**src/rtl/dith_gen_if.sv**
```systemverilog
// rtl/dith_gen_if.sv - dither generator control inputs and modulation/trigger outputs
interface dith_gen_if #(
    parameter int W    = 16,
    parameter int HP_W = 24
);
    logic                   dithEN;
    logic [HP_W-1:0]        half_period;
    logic signed [W-1:0]    amp;
    logic signed [W-1:0]    mod_out;
    logic                   ref_out;
    logic                   trig;
    logic                   active;
    logic [31:0]            cyc_cnt;

    modport master (
        output dithEN, half_period, amp,
        input  mod_out, ref_out, trig, active, cyc_cnt
    );

    modport slave (
        input  dithEN, half_period, amp,
        output mod_out, ref_out, trig, active, cyc_cnt
    );
endinterface

```
**src/rtl/dith_gen.sv**
```systemverilog
// rtl/dith_gen.sv - square-wave dither generator with whole-cycle enable gating
module dith_gen #(
    parameter int W    = 16,
    parameter int HP_W = 24
) (
    input  logic      clk,
    input  logic      rst_n,
    dith_gen_if.slave bus
);
    typedef enum logic [1:0] {IDLE, POS, NEG} state_t;

    localparam logic [HP_W-1:0]     HP_ONE = {{(HP_W-1){1'b0}}, 1'b1};
    localparam logic signed [W-1:0] MIN_V  = {1'b1, {(W-1){1'b0}}};
    localparam logic signed [W-1:0] MAX_V  = {1'b0, {(W-1){1'b1}}};

    state_t                 state_q, state_d;
    logic [HP_W-1:0]        cnt_q, cnt_d;
    logic [HP_W-1:0]        hp_q, hp_d;
    logic signed [W-1:0]    amp_q, amp_d;
    logic signed [W-1:0]    mod_q, mod_d;
    logic                   ref_q, ref_d;
    logic                   trig_q, trig_d;
    logic                   active_q, active_d;
    logic [31:0]            cyc_cnt_q, cyc_cnt_d;
    logic [HP_W-1:0]        hp_in;
    logic                   half_done;

    // Saturating negation so the most negative amplitude maps to the most positive.
    function automatic logic signed [W-1:0] sat_neg(input logic signed [W-1:0] x);
        if (x == MIN_V) begin
            return MAX_V;
        end
        return -x;
    endfunction

    always_comb begin
        state_d   = state_q;
        cnt_d     = cnt_q;
        hp_d      = hp_q;
        amp_d     = amp_q;
        trig_d    = 1'b0;
        cyc_cnt_d = cyc_cnt_q;
        hp_in     = (bus.half_period == '0) ? HP_ONE : bus.half_period;
        half_done = (cnt_q == hp_q - HP_ONE);

        case (state_q)
            IDLE: begin
                if (bus.dithEN) begin
                    hp_d    = hp_in;
                    amp_d   = bus.amp;
                    cnt_d   = '0;
                    state_d = POS;
                end
            end
            POS: begin
                if (half_done) begin
                    cnt_d   = '0;
                    state_d = NEG;
                end else begin
                    cnt_d = cnt_q + HP_ONE;
                end
            end
            NEG: begin
                if (half_done) begin
                    cnt_d     = '0;
                    trig_d    = 1'b1;
                    cyc_cnt_d = cyc_cnt_q + 32'd1;
                    if (bus.dithEN) begin
                        hp_d    = hp_in;
                        amp_d   = bus.amp;
                        state_d = POS;
                    end else begin
                        state_d = IDLE;
                    end
                end else begin
                    cnt_d = cnt_q + HP_ONE;
                end
            end
            default: state_d = IDLE;
        endcase

        // Outputs are decoded from the next state so they register in step with it.
        mod_d    = '0;
        ref_d    = 1'b0;
        active_d = 1'b0;
        case (state_d)
            POS: begin
                mod_d    = amp_d;
                ref_d    = 1'b1;
                active_d = 1'b1;
            end
            NEG: begin
                mod_d    = sat_neg(amp_d);
                active_d = 1'b1;
            end
            default: ;
        endcase
    end

    always_ff @(posedge clk) begin
        if (!rst_n) begin
            state_q   <= IDLE;
            cnt_q     <= '0;
            hp_q      <= HP_ONE;
            amp_q     <= '0;
            mod_q     <= '0;
            ref_q     <= 1'b0;
            trig_q    <= 1'b0;
            active_q  <= 1'b0;
            cyc_cnt_q <= '0;
        end else begin
            state_q   <= state_d;
            cnt_q     <= cnt_d;
            hp_q      <= hp_d;
            amp_q     <= amp_d;
            mod_q     <= mod_d;
            ref_q     <= ref_d;
            trig_q    <= trig_d;
            active_q  <= active_d;
            cyc_cnt_q <= cyc_cnt_d;
        end
    end

    assign bus.mod_out = mod_q;
    assign bus.ref_out = ref_q;
    assign bus.trig    = trig_q;
    assign bus.active  = active_q;
    assign bus.cyc_cnt = cyc_cnt_q;
endmodule
```
**src/flat_wrapper.sv**
```systemverilog
// flat-port wrapper written by rule: the top's interface ports become plain ports
module dith_gen_flat 
#(
    parameter int W    = 16,
    parameter int HP_W = 24
)
  (clk, rst_n, bus_dithEN, bus_half_period, bus_amp, bus_mod_out, bus_ref_out, bus_trig, bus_active, bus_cyc_cnt);
  dith_gen_if #(.W(W), .HP_W(HP_W)) bus_i ();
  input  logic clk;
  input  logic rst_n;
  input wire logic [$bits(bus_i.dithEN)-1:0] bus_dithEN;
  input wire logic [$bits(bus_i.half_period)-1:0] bus_half_period;
  input wire logic [$bits(bus_i.amp)-1:0] bus_amp;
  output wire logic [$bits(bus_i.mod_out)-1:0] bus_mod_out;
  output wire logic [$bits(bus_i.ref_out)-1:0] bus_ref_out;
  output wire logic [$bits(bus_i.trig)-1:0] bus_trig;
  output wire logic [$bits(bus_i.active)-1:0] bus_active;
  output wire logic [$bits(bus_i.cyc_cnt)-1:0] bus_cyc_cnt;
  assign bus_i.dithEN = bus_dithEN;
  assign bus_i.half_period = bus_half_period;
  assign bus_i.amp = bus_amp;
  assign bus_mod_out = bus_i.mod_out;
  assign bus_ref_out = bus_i.ref_out;
  assign bus_trig = bus_i.trig;
  assign bus_active = bus_i.active;
  assign bus_cyc_cnt = bus_i.cyc_cnt;
  dith_gen #(.W(W), .HP_W(HP_W)) u_core (.clk(clk), .rst_n(rst_n), .bus(bus_i));
endmodule
```
**config.mk**
```make
export PLATFORM = sky130hd
export DESIGN_NAME = dith_gen_flat
export DESIGN_NICKNAME = d
export VERILOG_FILES = /design/src/rtl/dith_gen_if.sv /design/src/rtl/dith_gen.sv /design/src/flat_wrapper.sv
export SDC_FILE = /design/constraint.sdc
export NUM_CORES = 1
export LEC_CHECK = 0
export CAP_MARGIN = 30
export CORE_UTILIZATION = 50
export CTS_CLUSTER_SIZE = 16
export DETAILED_ROUTE_END_ITERATION = 10
export PLACE_DENSITY = 0.77
export SLEW_MARGIN = 20
export SYNTH_ARGS = -nofsm -noshare
export SYNTH_HDL_FRONTEND = slang
export SYNTH_SLANG_ARGS = --single-unit
```
**constraint.sdc**
```tcl
create_clock -name clk -period 4.6 [get_ports clk]
set_input_delay 0.92 -clock clk [delete_from_list [all_inputs] [get_ports clk]]
set_output_delay 0.92 -clock clk [all_outputs]
set_load 0.005 [all_outputs]
```
After elaboration in Yosys (flattened, before gate mapping)
Index checks and enable logic that the tools add are counted.
Word-level totals
  flip-flop bits (word level): 117
  bits of input ports: 43
  output and inout port bits: 51
  word-level logic and storage cells: 54
Cells by class
  add/subtract/negate cells: 4
  equal/unequal tests: 8
  muxes and demuxes: 23
  reductions and logical operators: 10
Operators with widths (count)
  2-to-1 mux 24 bit: 5
  case mux 24 bit (2 select lines): 2
  2-to-1 mux 16 bit: 4
  case mux 16 bit (2 select lines): 2
  adder 32 x 1 -> 32 bit (second input constant): 1
  adder 24 x 1 -> 24 bit (second input constant): 1
  equality test 24 bit: 1
  logical NOT 24 bit: 1
  subtractor 24 x 1 -> 24 bit (second input constant): 1
  equality test 16 bit (second input constant): 1
  negator 16 bit: 1
  AND reduction 2 bit: 4
  2-to-1 mux 1 bit: 6
  2-to-1 mux 2 bit: 3
  case mux 2 bit (3 select lines): 1
  equality test 2 x 1 -> 1 bit (second input constant): 2
  equality test 2 bit (second input constant): 2
  nonzero test 2 bit: 2
  OR reduction 2 bit: 2
  logical NOT 2 bit: 1
  != test 2 x 1 -> 1 bit (second input constant): 1
  != test 2 bit (second input constant): 1

Logic depth before layout (Yosys ltp)
Gate-level depths: netlist of run 1.
  depth after elaboration: 9
  gate-level depth with buffers: 21
  mapped depth without buffers: 18

Worst setup path before layout of run 1
No wires, ideal clock.
  path type: reg-to-reg
  start: reg u_core.hp_q[0]
  end: reg u_core.mod_q[12] (netlist: u_core.bus.mod_out[12])
  setup time: 0.086 ns
  arrival: 4.322 ns
  data required time: 4.514 ns
  setup slack: 0.191 ns
  stages on the path, launching flop included: 18
  buffers on the path: 1
  clock period less this slack: 4.409 ns
  cell sequence: dfxtp_1 inv_1 ha_1 nor4b_4 nand2b_1 o31a_1 or4_4 nor4_4 and3_1 buf_6 mux2i_1 inv_1 ha_1 o2111ai_1 or3_4 nor4_2 o21ai_1 a221oi_2
Between the ends
  word-level cells in the longest chain between the ends: 9
  elaborated cells between the ends (all ways): 15
  classes of those cells: add/sub (2); eq/ne (4); mux (9)
Ends and longest elaborated chain
  start: declaration: line dith_gen.sv:18  | logic [HP_W-1:0] hp_q, hp_d;
  start signal: assignment: line dith_gen.sv:114  | hp_q <= hp_d;
  subtractor 24 x 1 -> 24 bit *: line dith_gen.sv:44  | half_done = (cnt_q == hp_q - HP_ONE);
  equality test 24 bit *: line dith_gen.sv:44
  parallel branches: the longest is 6 deep, another holds negator 16 bit
  case mux 16 bit (2 select lines) *: line dith_gen.sv:86  | case (state_d)
  end signal: assignment: line dith_gen.sv:116  | mod_q <= mod_d;
  end: declaration: line dith_gen.sv:20  | logic signed [W-1:0] mod_q, mod_d;
Mark *: on every way between the ends. The select of a mux whose other input is x is not followed.
A chain may end at the register's enable or synchronous reset.

Worst setup path after layout of run 1
  start: reg u_core.hp_q[1]
  end: reg u_core.mod_q[15] (netlist: u_core.bus.mod_out[15])
Same word-level chain as after synthesis.

==> flow_results.org, run 1 <==
** Outcome
- The run finished with clean final reports.

** CTS
- Maximum clock insertion buffer count :: 2
- Number of buffers inserted during clock tree synthesis :: 17
- CTS sink count :: 117
- The number of hold buffers added after CTS was 0.
- Buffer type at the clock tree root :: sky130_fd_sc_hd__clkbuf_16
- Clock tree from TritonCTS :: done
- Later-pin clock latency in the skew report :: 0.42 ns
- CTS clk-pin slew, worst paths :: 0.05 ns
- In this run the number of H-tree levels came out at 4.

** Global routing
- Global routing finished with a remaining overflow of 0.
- For this run, the total global-route usage over all layers was measured as 26.7%.
- Wire length of the first global-routing pass :: 30400 um
- Vias in the first global route :: 6244
- The number of antenna violations at the first check in global routing came to 0.
- Maximum number of pins on one net before global-route repair :: 45

** Layout
- The number of antenna diodes in the final layout is 0.
- Number of nets at the end of the flow :: 1054
- In the final layout, the share of cells above drive strength 1 is 11.4%.
- The count of cells in the finished layout, fillers not included, comes to 1190.
- Post-synthesis to final-layout area growth :: 28.9%

** Setup path
- Critical path depth :: 14
- The worst setup path is of the flip-flop to flip-flop kind.
- Along the worst path, the maximum fanout reaches 6.
- The worst setup path is captured at a flip-flop.
- The kind of cell with the highest combined delay along the critical path is simple AND/OR/NAND/NOR gates.
- Crit path buffers/inverters :: 1
- Register-to-register setup slack :: 0.14 ns
- In this design, the stage delay of the slowest critical-path cell is 0.71 ns.
- Critical-path cell list :: inv_1 > ha_2 > nor4b_4 > nand2_1 > xnor2_1 > or4b_2 > nor4_4 > and3_4 > mux2_2 > or3_4 > nor4_4 > nand3_1 > xnor2_1 > o32ai_2
- Cell depth of the worst flop-to-flop path :: 14
- Crit-path slowest cell :: sky130_fd_sc_hd__or4b_2
- Startpoint kind of the worst setup timing path :: flip-flop
- Data arrival time of the critical path :: 4.79 ns
- Req. time, crit path :: 4.93 ns

** Drt
- Detailed routing inserted a total of 7035 vias.
- Iter 0 DRT Violations :: 751
- Initial DRT Pass Iterations :: 7
- For this run, design rule violations remaining after detail routing come to 0.
- Routed WL :: 19200 um
- Remaining antenna violation count after routing :: 0
- In the final routed layout, each cell accounts on average for 16.1 um.
- Via count normalized by instance count :: 5.91

** Power and ir drop
- Part of the total power dissipated in the clock network :: 46.2%
- Share of total power consumed by net switching :: 27.2%
- Sequential cell fraction of total power :: 35.7%
- Max VDD drop :: 238 uV
- Static Leakage :: 3.31 nW
- Cell internal power was estimated by the tool at 2.21 mW.
- Power Total :: 3.03 mW
- For this design the total switching power over the nets is 0.826 mW.
- Comb power frac :: 18.1%
- Power per Cell Area :: 341 mW/mm2

** Timing
- For the pin with the worst max-slew slack, the measured transition is 0.762 ns.
- Hold WS :: 0.470 ns
- Clock skew on the completed layout was measured at 0.0150 ns.
- RSZ-0062 raised after global routing :: true
- After layout, the minimum clock period comes to 4.46 ns.
- The number of max-slew violations in the final report came to 0.
- Measured against its own limit, the worst slew margin works out to 49.1%.
- Highest clock frequency the design can meet :: 224 MHz
- TNS Setup :: 0 ns
- Setup violations remaining at the end of the flow were counted as 0.
- The final number of hold-violating endpoints was 0.
- Dividing the final minimum period by the clock period gives 97.0%.

** Hold path
- Along the worst hold path, the cell count comes to 2.
- HP Class :: flip-flop to flip-flop

** Synthesis
- Mean instance size in the synthesized netlist :: 7.70 um2
- The portion of synthesized area spent on multiplexers is 2.23%.
- Of the total synthesized cell area, the portion taken by full adders, half adders and majority gates is 1.81%.
- By area, the combinational part of the netlist is dominated by simple AND/OR/NAND/NOR gates.
- Number of different library cells in the post-synthesis netlist :: 76
- Share of the yosys chip area belonging to registers :: 33.9%
- Of all cell types, the one taking the most synthesized area is sky130_fd_sc_hd__dfxtp_1.
- Total number of yosys warnings :: 0
- Counting flops and latches in the post-synthesis netlist gives 117.
- Post-synthesis cell count :: 896
- After synthesis, the share of flip-flops with an asynchronous set or reset is 0%.
- Share of the synthesized area in the top cell type :: 33.9%
- Summing the areas of all xor and xnor instances in the mapped netlist gives 7.94% of the synthesized area.
- Syn_nets :: 949
- The mapped netlist covers 0.00690 mm2.
- The synthesized netlist devotes 31.1% of its cell area to simple gates.
- Post-synth EDFFs :: 0
- Dominant cells by area after synthesis :: sky130_fd_sc_hd__dfxtp_1, sky130_fd_sc_hd__nand2_1, sky130_fd_sc_hd__a21oi_1, sky130_fd_sc_hd__nor2_1, sky130_fd_sc_hd__xor2_1
- Summing the areas of all compound-gate instances in the mapped netlist gives 18.4% of the synthesized area.
- Ys flop type :: sky130_fd_sc_hd__dfxtp_1

** Placed design
- Final estimated routing congestion in global placement :: 0.967
- Count of input and output buffers :: 93
- Detailed placement finished with a half-perimeter wire length of 13300 um.
- Counting tap cells, the placed design contains a total of 1150 instances.

** Die
- Die width :: 119 um
- Area inside the core boundary :: 0.0133 mm2
- The die covers 0.0143 mm2.
- Io pins :: 94
- The die is 119 um tall.
- The initial utilization of the core area, before any placement, comes to 51.7%.
- FP Rows :: 42

** Run
- Max-cap check violation count :: 0
==> worst register-to-register path, cell delays in order (launching register included) <==
cell,delay [ns]
sky130_fd_sc_hd__dfxtp_1,0.35
sky130_fd_sc_hd__inv_1,0.07
sky130_fd_sc_hd__ha_2,0.20
sky130_fd_sc_hd__nor4b_4,0.35
sky130_fd_sc_hd__nand2_1,0.13
sky130_fd_sc_hd__xnor2_1,0.17
sky130_fd_sc_hd__or4b_2,0.71
sky130_fd_sc_hd__nor4_4,0.37
sky130_fd_sc_hd__and3_4,0.30
sky130_fd_sc_hd__mux2_2,0.38
sky130_fd_sc_hd__or3_4,0.40
sky130_fd_sc_hd__nor4_4,0.35
sky130_fd_sc_hd__nand3_1,0.15
sky130_fd_sc_hd__xnor2_1,0.20
sky130_fd_sc_hd__o32ai_2,0.27
==> cell families (layout without fill, tap and decap cells) <==
group           Yosys count  count (layout)
compound gates          204             204
xor+xnor                 61              61
flops                   117             117
fa+ha+maj                10              10
simple gates            413             413
buf+inv                  76             194
mux                      15              15
==> registers in the layout (all words and copies together), names as in the netlist <==
register            flops
u_core.bus.active       1
u_core.hp_q            24
u_core.bus.mod_out     16
u_core.amp_q           16
u_core.bus.ref_out      1
u_core.bus.cyc_cnt     32
u_core.bus.trig         1
u_core.cnt_q           24
u_core.state_q          2
==> cell usage after synthesis (24+ instances only) <==
cell	number
sky130_fd_sc_hd__dfxtp_1	117
sky130_fd_sc_hd__xnor2_1	27
sky130_fd_sc_hd__nand3_1	42
sky130_fd_sc_hd__nor3_1	25
sky130_fd_sc_hd__clkbuf_1	40
sky130_fd_sc_hd__nor2_1	91
sky130_fd_sc_hd__inv_1	25
sky130_fd_sc_hd__o21ai_1	24
sky130_fd_sc_hd__a21oi_1	72
sky130_fd_sc_hd__nand2_1	123
sky130_fd_sc_hd__xor2_1	33
sky130_fd_sc_hd__o21ai_0	27
==> placed cells by master, fill, tap and decap left out, types with 8 or more instances in the layout <==
master                            instances
sky130_fd_sc_hd__a21oi_1                 72
sky130_fd_sc_hd__a22oi_1                 18
sky130_fd_sc_hd__and2_1                  11
sky130_fd_sc_hd__and3_1                  22
sky130_fd_sc_hd__buf_4                   42
sky130_fd_sc_hd__clkbuf_16               17
sky130_fd_sc_hd__clkdlybuf4s50_1         93
sky130_fd_sc_hd__dfxtp_1                117
sky130_fd_sc_hd__ha_1                     8
sky130_fd_sc_hd__inv_1                   24
sky130_fd_sc_hd__mux2i_1                 12
sky130_fd_sc_hd__nand2_1                123
sky130_fd_sc_hd__nand3_1                 40
sky130_fd_sc_hd__nand4_1                 11
sky130_fd_sc_hd__nor2_1                  91
sky130_fd_sc_hd__nor3_1                  24
sky130_fd_sc_hd__nor4_1                  22
sky130_fd_sc_hd__o21ai_0                 27
sky130_fd_sc_hd__o21ai_1                 24
sky130_fd_sc_hd__or3_1                   10
sky130_fd_sc_hd__xnor2_1                 27
sky130_fd_sc_hd__xor2_1                  33
==> per-layer routing <==
| metal | global-route usage (%) | share of wire (%) |
|---|---|---|
| met2 | 40.5 | 45 |
| met4 | 10.5 | 2.3 |
| met3 | 6.56 | 7.5 |
| met1 | 36.2 | 45 |
| met5 | 0 | 0 |
==> repair_timing <==
item | 4_1_cts | 5_1_grt
buffers inserted | 0 | 7
pin swaps | 0 | 8
resized for setup | 2 | 18
cloned | 0 | 1
setup endpoints to repair | 2 | 17
==> cell type report <==
cell class / count / area (um2)
inverters: 25 / 93.8
fillers: 1123 / 4450
repair buffers: 137 / 1270
flip-flops and latches: 117 / 2340
clock buffers: 22 / 494
clock inverters: 10 / 144
multi-input cells: 703 / 4330
well taps: 176 / 220
==> metrics by stage <==
stage / util, % / area, um2 / worst slack (ns)
global route: 66.6 / 8890 / -0.0878
global placement: 60.7 / 8100 / 0.138
CTS: 65.5 / 8750 / 0.0748
floorplan: - / 6900 / 0.191
detailed placement: 60.7 / 8100 / 0.0158
finish: 66.6 / 8890 / 0.138
==> power groups by stage <==
stage	sequential, mW	combinational, mW	clock, mW
2_1_floorplan	1.09	0.343	0
3_3_place_gp	1.10	0.501	0
3_5_place_dp	1.10	0.505	0
4_1_cts	1.08	0.512	1.42
5_1_grt	1.09	0.591	1.46
6_report	1.08	0.550	1.40
==> worst paths after layout <==
| kind | startpoint | end |
|---|---|---|
| setup / recovery | u_core.hp_q[1] | u_core.bus.mod_out[15] |
| hold / removal | u_core.hp_q[23] | u_core.hp_q[23] |
| setup reg to reg | u_core.hp_q[1] | u_core.bus.mod_out[15] |
| hold reg to reg | u_core.hp_q[23] | u_core.hp_q[23] |
Power figures use the tool's default switching activity.
==> inputs of run 2 (changes only) <==
CORE_MARGIN = 4   (was default)
==> flow_results.org, run 2 (synthesis results as in run 1) <==
** Timing
- In this run the tightest slew margin relative to its limit is 56.1%.
- Layout Skew :: 0.00776 ns
- Final worst path period need :: 4.34 ns
- Highest clock frequency the design can meet :: 230 MHz
- The final number of hold-violating endpoints came to 0.
- The number of max-slew violations in the final report came to 0.
- Count of final setup violators :: 0
- Post-route fraction of the period consumed by the critical path :: 94.4%
- Hold WS :: 0.499 ns
- Slew @ Worst Pin :: 0.654 ns
- TNS Setup :: 0 ns

** Placed design
- Detailed placement finished with a half-perimeter wire length of 13700 um.
- Final estimated routing congestion in global placement :: 0.951
- Cell area after placement :: 0.00815 mm2
- Count of input and output buffers :: 93

** Setup path
- Crit-path slowest cell :: sky130_fd_sc_hd__or4b_4
- Critical-path maximum fanout :: 11
- The kind of cell with the highest combined delay along the critical path is simple AND/OR/NAND/NOR gates.
- Type of the worst setup path :: flip-flop to flip-flop
- Launching point of the worst reg2reg path :: u_core.hp_q[1]
- Tracing the worst setup path back leads to its startpoint at u_core.hp_q[1].
- STA classifies the critical path startpoint as a flip-flop.
- The worst setup path is captured at a flip-flop.
- The worst register-to-register path has a depth of 17.
- Critical-path cell list :: inv_1 > ha_2 > nor4b_4 > nand2b_1 > o31a_1 > or4_4 > nor4_4 > and3_4 > mux2i_2 > inv_1 > ha_4 > o2111ai_4 > or4b_4 > nor2_2 > buf_6 > o21ai_1 > a21oi_1
- Biggest cell delay along the critical path :: 0.60 ns
- Crit path buffers/inverters :: 3
- Top cell by count, worst path :: sky130_fd_sc_hd__inv_1
- The worst register-to-register path ends at u_core.bus.mod_out[7].
- For the worst setup path, the data required time is 4.95 ns.
- STA puts the critical path data arrival time at 4.69 ns.
- Register-to-register setup slack :: 0.26 ns

** Layout
- The library cell used most frequently in the layout, excluding fill and tap cells, is sky130_fd_sc_hd__nand2_1.
- Flip-flop count of the largest register after layout :: 32
- Final instance area :: 0.00883 mm2
- Cells fill 65.9% of the core in the end.
- Cells with a size suffix above 1 make up 11.9% of the layout.
- N_diodes :: 0
- The library cells used most frequently in the layout, excluding fill and tap cells, are sky130_fd_sc_hd__nand2_1, sky130_fd_sc_hd__dfxtp_1, sky130_fd_sc_hd__clkdlybuf4s50_1.
- In the final design database the tool counted 1059 nets.
- Post-synthesis to final-layout area growth :: 27.9%

** Power and ir drop
- VDD sags by at most 254 uV.
- After layout, the design draws a total of 2.86 mW.
- Static Leakage :: 3.31 nW
- Power per Cell Area :: 324 mW/mm2

** CTS
- Buffer type at the clock tree root :: sky130_fd_sc_hd__clkbuf_16
- CTS clk-pin slew, worst paths :: 0.05 ns
- The H-tree was split into 4 levels.
- Maximum clock insertion buffer count :: 2
- Clock tree from TritonCTS :: done
- In this run, CTS created clock tree buffers numbering 17.
- The clock drives 117 sinks.
- Number of hold buffers added after cts :: 0
- At the later pin of the worst-skew pair, clock insertion delay measures 0.42 ns.

** Die
- 94 I/O pins were placed.
- From left edge to right edge, the die measures 125 um.
- The die is 125 um tall.
- Area enclosed by the die boundary :: 0.0157 mm2
- The total area inside the core boundary comes to 0.0134 mm2.
- FP Rows :: 42
- Effective utilization at floorplan :: 51.5%

** Global routing
- M1 GR Usage :: 34.0%
- The via count of the first global-routing pass came to 6481.
- For met2 alone, demand over resource in global routing was 36.0%.
- The number of antenna violations at the first check in global routing was 0.
- In the global route stage, met3 resource usage came out at 5.50%.
- Wire length of the first global-routing pass :: 31600 um
- Overall fraction of global-route tracks in use :: 24.0%
- Entering global routing, the biggest net connects 61 pins.
- met2 is the most crowded layer.
- The total overflow left after global routing is 0.

** Outcome
- Outcome :: finished clean

** Hold path
- Cell depth of the worst min-delay path :: 2
- Startpoint of the worst hold path :: u_core.hp_q[9]
- HP Class :: flip-flop to flip-flop
- Sink of the worst hold path :: u_core.hp_q[9]

** Run
- Max-cap violations in this run came to 0.

** Drt
- The final layout contains routed wiring with a total length of 19200 um.
- Routed length per instance :: 16.1 um
- Across all layers, the routed design uses 7011 vias.
- In the routed design, unresolved DRC markers number 0.
- Iter 0 DRT Violations :: 646
- Before antenna repair, the detailed router went through 5 iterations.
- In this run the remaining antenna-violating nets after routing total 0.
- Dividing the detail-routed via count by the number of cells gives 5.87.
==> run 2: changes by cell type in the layout (fill, tap and decap cells not counted), sizes merged <==
cell      previous run  this run
buf                 44        49
clkinv               3         8
bufinv               3         1
clkbuf              22        20
clkinvlp             3         2
inv                 26        25
==> run 2: layout make-up <==
type                            count  area, um2
Fill cell                        1174       4570
Timing Repair Buffer              142       1300
Multi-Input combinational cell    703       4330
Clock buffer                       20        457
Clock inverter                     11       85.1
Inverter                           25       93.8
Sequential cell                   117       2340
Tap cell                          176        220
==> run 2: worst max path at each step <==
stage                              to  slack [ns]  cells after the start
6_report        u_core.bus.mod_out[7]        0.26                     17
5_1_grt         u_core.bus.mod_out[7]       -0.06                     17
4_1_cts         u_core.bus.mod_out[7]        0.07                     17
3_5_place_dp    u_core.bus.mod_out[7]       -0.02                     17
3_3_place_gp   u_core.bus.mod_out[15]        0.14                     14
2_1_floorplan  u_core.bus.mod_out[12]        0.19                     17
==> run 2: power breakdown <==
part	internal [mW]	total [mW]	leakage [nW]	switching, mW
combinational	0.243	0.556	2.09	0.313
sequential	1.05	1.08	0.950	0.0298
clock	0.757	1.23	0.271	0.469
total	2.05	2.86	3.31	0.812
==> run 2: stage by stage <==
step	cells	setup slack [ns]
after detailed placement	1156	-0.0156
after floorplan	896	0.191
final	1194	0.260
after global placement	1156	0.142
after CTS	1187	0.0672
after global routing	1194	-0.0567
==> run 2: worst register-to-register path, cell delays in order (launching register included) <==
cell	delay, ns
sky130_fd_sc_hd__dfxtp_1	0.34
sky130_fd_sc_hd__inv_1	0.07
sky130_fd_sc_hd__ha_2	0.20
sky130_fd_sc_hd__nor4b_4	0.31
sky130_fd_sc_hd__nand2b_1	0.22
sky130_fd_sc_hd__o31a_1	0.32
sky130_fd_sc_hd__or4_4	0.56
sky130_fd_sc_hd__nor4_4	0.30
sky130_fd_sc_hd__and3_4	0.31
sky130_fd_sc_hd__mux2i_2	0.11
sky130_fd_sc_hd__inv_1	0.14
sky130_fd_sc_hd__ha_4	0.17
sky130_fd_sc_hd__o2111ai_4	0.11
sky130_fd_sc_hd__or4b_4	0.60
sky130_fd_sc_hd__nor2_2	0.14
sky130_fd_sc_hd__buf_6	0.16
sky130_fd_sc_hd__o21ai_1	0.08
sky130_fd_sc_hd__a21oi_1	0.14
==> run 2: per-layer routing <==
metal | vias up | share of wire (%) | wire length [um]
li1 | 3420 | - | -
met5 | - | 0 | 0
met3 | 32 | 7.8 | 1510
met2 | 287 | 44 | 8440
met4 | 0 | 1.9 | 366
met1 | 3272 | 46 | 8910
==> run 2: repair_timing <==
action | 4_1_cts | 5_1_grt
pin swaps | 0 | 6
setup endpoints to repair | 8 | 17
gates resized for setup | 1 | 18
buffers inserted | 0 | 7
==> edit (settings of run 2) <==
The 3 states of `state_t` get a one-hot encoding in 3 bits.
--- a/src/rtl/dith_gen.sv
+++ b/src/rtl/dith_gen.sv
@@ -8,5 +8,5 @@
     dith_gen_if.slave bus
 );
-    typedef enum logic [1:0] {IDLE, POS, NEG} state_t;
+    typedef enum logic [2:0] {IDLE = 3'b001, POS = 3'b010, NEG = 3'b100} state_t;
 
     localparam logic [HP_W-1:0]     HP_ONE = {{(HP_W-1){1'b0}}, 1'b1};
Function: no difference found for any inputs over 10 cycles, from zero or initial values and one cycle with rst_n low; not proved beyond that.
==> edit against run 2 <==
Synthesized area fell by 5.7%. Non-clock buffer count fell by 4. Clock skew fell by 0.0014 ns. Final area fell by 3.2%. Clock power rose by 6%. Die area fell by 5.3%. Total power barely moved. Combinational power fell by 14%. Highest routed layer unchanged. Sequential cell count rose by 1. Worst setup slack got worse by 0.24 ns. Routed wire length fell by 6.6%. Sequential share of layout area rose by 1.2 points.
==> edit: results (changes against run 2) <==
Clock transition at path regs=0.06 ns; Buffers on Ports=93 (unchanged); Finished Layout Cells=1115 (was 1194); FILL cells=1055 (was 1174); share of layout cells above drive strength 1=0.1474 (was 0.1189); Async SR Flop Fraction=0 (unchanged); total CTS buffers=17 (unchanged); GRT Total Usage=0.2436 (was 0.2400); Clock Tree Buf Depth=2 (unchanged); Post-Syn Area per Cell=7.958 µm² (was 7.703 µm²); worst r2r path cells=18 (was 17); Ant. Diodes=0 (unchanged); H-tree Lvls=4 (unchanged); VDD IR max=352.1 µV (was 254.4 µV); clock latency on the worst-skew pair=0.41 ns; Root Buffer=clkbuf_16 (unchanged); Synth warnings=0 (unchanged); P_leak=0.003053 µW (was 0.003311 µW); synth unique cells=72 (was 76); largest cells by area after synthesis=dfxtp_1, a21oi_1, nand2_1 (was dfxtp_1, nand2_1, a21oi_1); Clock Skew=0.006379 ns (was 0.007757 ns); Critical Path AT=4.91 ns (was 4.69 ns); post-synthesis net count=865 (was 949); first-pass GRT wire length=29.50 mm (was 31.55 mm); Seq/Total Area, Yosys=0.3629 (was 0.3394); most frequent cells after synthesis=dfxtp_1, nand2_1, a21oi_1 (was nand2_1, dfxtp_1, nor2_1); Largest register FFs=32 (unchanged); Post-Route WL=17.96 mm (was 19.22 mm); largest net degree at the start of global routing=48 (was 61); hold depth=2 (unchanged); cell internal pwr=2080 µW (was 2048 µW); post-route ant nets=0 (unchanged); Post-layout nets=977 (was 1059); Rel. slew slack=0.4370 (was 0.5612); DP Wirelength=12.12 mm (was 13.69 mm); Die X-Extent=122.1 µm (was 125.5 µm); Vias/cell=5.825 (was 5.872); initial antenna violation count=0 (unchanged); CP max stage delay=0.53 ns (was 0.60 ns); Final Wtd Congestion=0.9245 (was 0.9505); pre-CTS setup slack=-0.05707 ns (was -0.01565 ns); vias in the first global route=6288 (was 6481); outcome=finished clean (unchanged); min-delay worst type=reg -> reg (unchanged); Crit Path Max Fanout=4 (was 11); Pre-antenna DRT Iters=5 (unchanged); initial DRC count=484 (was 646); Final setup viols=0 (unchanged); Slowest cell on crit path=or4_4 (was or4b_4)
## edit: cell count changes after synthesis, moves of 18 or more
cell            run 2  this run
o21ai_0            27        48
xor2_1             33        12
or3_1              11        29
o21ai_1            24         3
nand2_1           123        98
nor2_1             91        68
## edit: repair_timing
item	in CTS	in global routing
gates resized for setup	5	20
endpoints found under the setup margin	14	16
buffers inserted	4	3
pin swaps	8	5
## edit: power by group through the flow
stage          Sequential, µW  Clock, µW  Combinational [µW]
2_1_floorplan            1100          0                 288
3_3_place_gp             1110          0                 434
3_5_place_dp             1110          0                 438
4_1_cts                  1080       1310                 451
5_1_grt                  1090       1370                 519
6_report                 1090       1300                 477
## edit: logic make-up after synthesis
logic type,share of synthesized area
adder cells (fa/ha/maj),0.007688
flip-flops,0.3629
AO/OA/AOI/OAI,0.2083
XOR/XNOR,0.04305
multiplexers,0.04420
buffers and inverters,0.04267
AND/OR/NAND/NOR,0.2912
## edit: area by class of cell
class,instances,area (µm²),share of cell area
Tap cell,172,215.2,0.02518
Clock inverter,14,152.6,0.01786
Sequential cell,118,2367,0.2770
Inverter,18,67.56,0.007906
Timing Repair Buffer,138,1269,0.1485
Multi-Input combinational cell,637,4045,0.4734
Clock buffer,18,429.2,0.05022
## edit: worst max-delay path: cells and delay by family (launching register included)
family / cells / cell delay (ns)
adders and majority gates: 1 / 0.24
AOI/OAI and AO/OA: 5 / 0.96
DFF: 1 / 0.31
and+or+nand+nor: 8 / 2.31
muxes: 1 / 0.26
buffers and inverters: 3 / 0.41
## edit: layer usage
| layer | track usage | wire length (µm) | vias up |
|---|---|---|---|
| li1 | - | - | 3208 |
| met1 | 0.3010 | 7725 | 3038 |
| met2 | 0.4137 | 8825 | 212 |
| met3 | 0.05757 | 1061 | 37 |
| met4 | 0.08957 | 348 | 0 |
| met5 | 0 | 0 | - |
## edit: worst paths after layout
kind                                                    from                                end  slack, ns
worst max-delay path            u_core.hp_q[17]$_SDFFE_PN0P_  u_core.bus.mod_out[14]$_SDFF_PN0_       0.02
worst min-delay path            u_core.hp_q[23]$_SDFFE_PN0P_       u_core.hp_q[23]$_SDFFE_PN0P_       0.48
worst max register to register  u_core.hp_q[17]$_SDFFE_PN0P_  u_core.bus.mod_out[14]$_SDFF_PN0_       0.02
worst min register to register  u_core.hp_q[23]$_SDFFE_PN0P_       u_core.hp_q[23]$_SDFFE_PN0P_       0.48
## edit: per-stage QoR
step	total power [µW]	cell area (µm²)
floorplan	1387	6573
global placement	1539	7790
detailed placement	1543	7790
CTS	2850	8434
global route	2974	8546
finish	2863	8546
